--- config.mk ---
export PLATFORM = sky130hd
export DESIGN_NAME = axi_rd_arbiter
export DESIGN_NICKNAME = d
export VERILOG_FILES = /design/src/rtl/axi_rd_arbiter.sv
export SDC_FILE = /design/constraint.sdc
export NUM_CORES = 1
export LEC_CHECK = 0
export CORE_AREA = 2 2 194 196
export DETAILED_ROUTE_END_ITERATION = 7
export DIE_AREA = 0 0 196 198
export MAX_ROUTING_LAYER = met4
export PLACE_DENSITY = 0.43
export SLEW_MARGIN = 20
export SYNTH_ARGS = -nofsm -noshare
export SYNTH_HDL_FRONTEND = slang
export SYNTH_SLANG_ARGS = --single-unit
--- constraint.sdc ---
create_clock -name clk -period 1 [get_ports clk]
set_clock_uncertainty 0.05 [all_clocks]
set_input_delay 0.15 -clock clk [delete_from_list [all_inputs] [get_ports clk]]
set_output_delay 0.15 -clock clk [all_outputs]
set_load 0.005 [all_outputs]
--- src/rtl/axi_rd_arbiter.sv ---
// Two-master round-robin arbiter sharing one AXI-style read port (AR + R channels).
// Optional burst-length check enabled by defining AXI_RD_ARB_RLAST_CHK_EN.
module axi_rd_arbiter #(
   parameter int unsigned AW        = 32,
   parameter int unsigned DW        = 128,
   parameter int unsigned BURST_LEN = 4
) (
   input  logic          clk,
   input  logic          rst,
   input  logic [AW-1:0] m0_araddr,
   input  logic          m0_arvalid,
   output logic          m0_arready,
   output logic [DW-1:0] m0_rdata,
   output logic          m0_rvalid,
   output logic          m0_rlast,
   input  logic          m0_rready,
   input  logic [AW-1:0] m1_araddr,
   input  logic          m1_arvalid,
   output logic          m1_arready,
   output logic [DW-1:0] m1_rdata,
   output logic          m1_rvalid,
   output logic          m1_rlast,
   input  logic          m1_rready,
   output logic [AW-1:0] s_araddr,
   output logic          s_arvalid,
   input  logic          s_arready,
   input  logic [DW-1:0] s_rdata,
   input  logic          s_rvalid,
   input  logic          s_rlast,
   output logic          s_rready,
   output logic          grant,
   output logic          busy,
   output logic          err_rlast
);

   typedef enum logic [1:0] {
      IDLE = 2'd0,
      ADDR = 2'd1,
      DATA = 2'd2
   } state_t;

   state_t r_state;
   state_t w_state_nxt;
   logic   r_grant;
   logic   w_grant_nxt;
   logic   w_s_arvalid;
   logic   w_s_rready;
   logic   w_m0_arready, w_m1_arready;
   logic   w_m0_rvalid, w_m1_rvalid;
   logic   w_m0_rlast, w_m1_rlast;

   always_ff @(posedge clk) begin
      if (rst) begin
         r_state <= IDLE;
         r_grant <= 1'b1;
      end else begin
         r_state <= w_state_nxt;
         r_grant <= w_grant_nxt;
      end
   end

   always_comb begin
      w_state_nxt  = r_state;
      w_grant_nxt  = r_grant;
      w_s_arvalid  = 1'b0;
      w_s_rready   = 1'b0;
      w_m0_arready = 1'b0;
      w_m1_arready = 1'b0;
      w_m0_rvalid  = 1'b0;
      w_m1_rvalid  = 1'b0;
      w_m0_rlast   = 1'b0;
      w_m1_rlast   = 1'b0;
      case (r_state)
         IDLE: begin
            // On contention the master that was not served last wins.
            if (m0_arvalid && m1_arvalid) begin
               w_grant_nxt = ~r_grant;
               w_state_nxt = ADDR;
            end else if (m0_arvalid) begin
               w_grant_nxt = 1'b0;
               w_state_nxt = ADDR;
            end else if (m1_arvalid) begin
               w_grant_nxt = 1'b1;
               w_state_nxt = ADDR;
            end
         end
         ADDR: begin
            w_s_arvalid  = 1'b1;
            w_m0_arready = !r_grant && s_arready;
            w_m1_arready = r_grant && s_arready;
            if (s_arready) w_state_nxt = DATA;
         end
         DATA: begin
            w_s_rready  = r_grant ? m1_rready : m0_rready;
            w_m0_rvalid = !r_grant && s_rvalid;
            w_m1_rvalid = r_grant && s_rvalid;
            w_m0_rlast  = !r_grant && s_rlast;
            w_m1_rlast  = r_grant && s_rlast;
            if (s_rvalid && w_s_rready && s_rlast) w_state_nxt = IDLE;
         end
         default: w_state_nxt = IDLE;
      endcase
   end

   assign s_araddr   = r_grant ? m1_araddr : m0_araddr;
   assign s_arvalid  = w_s_arvalid;
   assign s_rready   = w_s_rready;
   assign m0_arready = w_m0_arready;
   assign m1_arready = w_m1_arready;
   assign m0_rvalid  = w_m0_rvalid;
   assign m1_rvalid  = w_m1_rvalid;
   assign m0_rlast   = w_m0_rlast;
   assign m1_rlast   = w_m1_rlast;
   assign m0_rdata   = s_rdata;
   assign m1_rdata   = s_rdata;
   assign grant      = r_grant;
   assign busy       = (r_state != IDLE);

`ifdef AXI_RD_ARB_RLAST_CHK_EN
   localparam int unsigned CW = $clog2(BURST_LEN) + 1;

   logic [CW-1:0] r_beat_cnt;
   logic [CW-1:0] w_cnt_inc;
   logic          w_ar_hs;
   logic          w_r_hs;
   logic          r_err;

   assign w_ar_hs   = (r_state == ADDR) && s_arready;
   assign w_r_hs    = (r_state == DATA) && s_rvalid && w_s_rready;
   assign w_cnt_inc = r_beat_cnt + 1'b1;

   // Error when rlast disagrees with this beat being beat BURST_LEN; counter saturates.
   always_ff @(posedge clk) begin
      if (rst) begin
         r_beat_cnt <= '0;
         r_err      <= 1'b0;
      end else begin
         if (w_ar_hs) r_beat_cnt <= '0;
         else if (w_r_hs && !(&r_beat_cnt)) r_beat_cnt <= w_cnt_inc;
         if (w_r_hs && (s_rlast != (w_cnt_inc == CW'(BURST_LEN)))) r_err <= 1'b1;
      end
   end

   assign err_rlast = r_err;
`else
   logic w_unused_burst_len;
   assign w_unused_burst_len = (BURST_LEN != 0);
   assign err_rlast          = 1'b0;
`endif

endmodule

# After elaboration in Yosys (flattened, before gate mapping)

Index checks and enable logic that the tools add are counted.
W data, S select, Z words.

Output and inout port bits: 299
Logic and storage cells: 42
Input port bits: 201
Flip-flop bits (word level): 3

Bitwise logic cells: 1
Reduce and logical (&&, ||, !) cells: 15
Mux-type cells: 19
Equality and inequality tests: 5

Operators with widths:

| operator             | count |
|---|---|
| $mux W32             | 1 |
| $mux W1              | 12 |
| $mux W2              | 5 |
| $logic_and A1 B1 Y1  | 9 |
| $pmux W2 S3          | 1 |
| $ne A2 B2 Y1 const B | 2 |
| $ne A4 B4 Y1 const B | 1 |
| $reduce_and A3 Y1    | 1 |
| $reduce_bool A3 Y1   | 1 |
| $eq A2 B1 Y1 const B | 1 |
| $eq A2 B2 Y1 const B | 1 |
| $logic_not A2 Y1     | 1 |
| $reduce_and A2 Y1    | 1 |
| $reduce_bool A2 Y1   | 1 |
| $logic_not A1 Y1     | 1 |
| $not A1 Y1           | 1 |

# Depth between registers and ports, before layout

Depth after elaboration: 5
Depth in mapped cells: 4
Depth with buffers taken out: 3

# Worst setup path before layout

OpenSTA, ideal clock, no wires.

Kind: register to output
Start point: reg r_grant, in the netlist grant
End point: out s_araddr[10]
Data required time: 800 ps
Buffers on the path: 2
Data arrival time: 933 ps
Stages on the path, launching flop included: 4
Slack: -133 ps
Cells stage by stage: dfxtp_1 -> buf_6 -> buf_6 -> mux2_2

Longest elaborated chain between the ends: 1

Ends and longest elaborated chain:

| item                   | RTL line | source |
|---|---|---|
| start, declared        | 44       | `logic r_grant;` |
| start signal, assigned | 58       | `r_grant <= w_grant_nxt;` |
| $mux W32               | 105      | `assign s_araddr = r_grant ? m1_araddr : m0_araddr;` |
| end, declared          | 24       | `output logic [AW-1:0] s_araddr,` |

No other way between the ends.

# Worst setup path after layout

Start point: reg r_grant, in the netlist grant
End point: out s_araddr[22]

Same word-level chain as after synthesis.

==> reports/results.ini <==
[status]
status = finished, violations left
violations = setup timing

[route]
wirelength_um = 8050
num_vias = 1397
ant_nets = 0
drt-wirelength-per-cell_um = 11.8
drtIter0Drc = 16
drcViolationCount = 0
dr.pass1.iters = 2
viasPerCell = 2.05

[layout]
syn2layout_area_growth_pct = 21.3
fillers = 4281
final_area_um2 = 3080
fin_nets = 410
stdcell_count = 682
antenna_cells = 0
final_util_pct = 8.34
drive_gt1_share_pct = 60.6

[clock_network]
cts_hold_buf = 0
clk_pin_slew_ns = 0.03
clkSinkCount = 3
cts_tree = done
cts_root_buffer = clkbuf_16
h-tree-depth = 1
numCtsBuffers = 3
cts_buffer_depth = 2
clk_latency_ns = 0.22

[floorplan]
die_area_um2 = 38800
core_area_um2 = 37000
die_w_um = 196
io_pins = 500
die_h_um = 198
start_util_pct = 6.87
row_count = 71

[synth]
syn_nets = 521
netlist_instances = 320
seq_area_frac_synth_pct = 2.36
syn-cell-area_um2 = 2540
ys_ff_latch = 3
ys_warn_count = 0
synth.distinct_cells = 18
synth_area_per_cell_um2 = 7.94

[sta]
setup_viol = 44
fmax_mhz = 626
hold_viol = 0
final_max_slew_viol_count = 0
setup_ws_ns = -0.598
finalCritPeriodShare_pct = 160
finalCriticalPeriod_ns = 1.60
rsz0062_at_grt = yes

[worst_setup_path]
crit_buf_inv = 4
crit_family = buffers and inverters
crit_fanout = 6
path_class = register to output port
worst_setup_path_end_kind = output port
path_common_cell = buf_12
worstPathRequired_ns = 0.80
start_kind = register
crit_path_top_delay_cell = dfxtp_4
path_cells = buf_12, buf_4, buf_12, mux2_4, buf_6
cp_slowest_stage_delay_ns = 0.36
cp.arrival_ns = 1.40

[global_route]
grt_use_total_pct = 3.83
grt_pass1_vias = 1597
gr-total-overflow = 0
grt_pass1_wl_um = 10400
antenna_found_initial = 0
grt_start_max_net_pins = 9

[flow_run]
cap_violations = 0

[placed_design]
dp.cells = 659
dpl.hpwl_um = 6050
io_buffers = 114
gp_congestion = 0.624
placed_cell_area_um2 = 2530

[power_and_ir_drop]
leakagePower_nw = 1.22
p_per_area_nw_per_um2 = 748
peakVddDrop_v = 0.000371

[hold_path]
hold_class = input pin to register

## flip-flops by register name, indices dropped and copies added, names as in the netlist
| signal | cells |
|---|---|
| grant | 1 |
| r_state | 2 |
## synthesized netlist by cell type
library cell  count  area [um^2]
nor2_1            3         11.3
inv_1             1         3.75
and3_1            4         25.0
and2b_1           2         15.0
a21oi_1           2         10.0
o21ai_1           1         5.00
buf_6             5         56.3
buf_4           257         1930
nand2b_1          1         6.26
o21bai_1          1         7.51
dfxtp_1           3         60.1
a2111oi_0         1         8.76
mux2_2           32          360
conb_1            1         3.75
nor3_1            1         5.00
nor3b_1           2         15.0
nand2_1           2         7.51
mux2i_1           1         10.0
## worst paths after layout
check / from / to / slack, ns / depth (start not counted)
max: grant / s_araddr[22] / -0.60 / 5
min: s_arready / r_state[0] / 0.23 / 3
max reg2reg: grant / r_state[1] / -0.55 / 8
min reg2reg: r_state[0] / r_state[0] / 0.55 / 2
## per-stage QoR
stage               setup WS (ns)  hold slack (ns)  setup TNS, ns  power (mW)
global route               -0.652            0.248         -23.01        2.40
global placement           -0.644            0.250         -22.63        1.25
floorplan                 -0.0993            0.169          -3.05        1.40
finish                     -0.598            0.235         -21.86        2.30
detailed placement         -0.643            0.250         -22.69        1.25
CTS                        -0.685            0.250         -23.81        2.34
## repair_timing
action	4_1_cts	5_1_grt
cloned	5	0
endpoints found under the setup margin	45	45
pin swaps	7	2
resized for setup	233	18
setup buffers	18	2
## power by group
part / internal (mW) / switching, mW / leakage, nW
combinational: 1.08 / 0.438 / 1.16
sequential: 0.134 / 0.0145 / 0.0255
clock: 0.526 / 0.111 / 0.0382
total: 1.74 / 0.564 / 1.22
## cells by family (layout without fill, tap and decap cells)
logic type,count (synthesis),in the layout,synth area share (%)
other,1,1,0.148
multiplexers,33,33,14.6
AO/OA/AOI/OAI,5,5,1.23
AND/OR/NAND/NOR,15,15,3.35
flip-flops,3,3,2.36
buffers and inverters,263,151,78.3
## area by class of cell
class                      instances  area (um^2)  area share (%)
timing repair buffer             146         1630            52.8
multi-input combinational         54          712            23.1
tap                              474          593            19.2
clock buffer                       4         78.8            2.56
sequential                         3         66.3            2.15
inverter                           1         3.75           0.122
## routing by layer
| metal | vias to the layer above | wire length (um) | GRT usage, % |
|---|---|---|---|
| met5 | - | 0 | - |
| met4 | 0 | 768 | 4.52 |
| met3 | 86 | 1850 | 3.32 |
| met2 | 260 | 4040 | 6.76 |
| met1 | 531 | 1390 | 1.59 |
| li1 | 520 | - | - |
## tightest hold or removal path, stage by stage
cell	delay [ns]
dlymetal6s2s_1	0.12
buf_4	0.14
a2111oi_4	0.06
## layout by cell type, fill, tap and decap left out
cell type,n
a2111oi_4,1
a21oi_1,1
a21oi_2,1
and2b_1,2
and3_4,4
buf_12,9
buf_16,3
buf_2,4
buf_4,9
buf_6,48
buf_8,1
clkbuf_1,1
clkbuf_16,3
clkdlybuf4s50_1,70
conb_1,1
dfxtp_2,2
dfxtp_4,1
dlygate4sd2_1,1
dlymetal6s2s_1,1
inv_2,1
mux2_4,32
mux2i_4,1
nand2_1,2
nand2b_1,1
nor2_1,1
nor2_4,2
nor3_4,1
nor3b_2,1
nor3b_4,1
o21ai_2,1
o21bai_1,1
No activity file was read; power rests on OpenSTA's default activity.
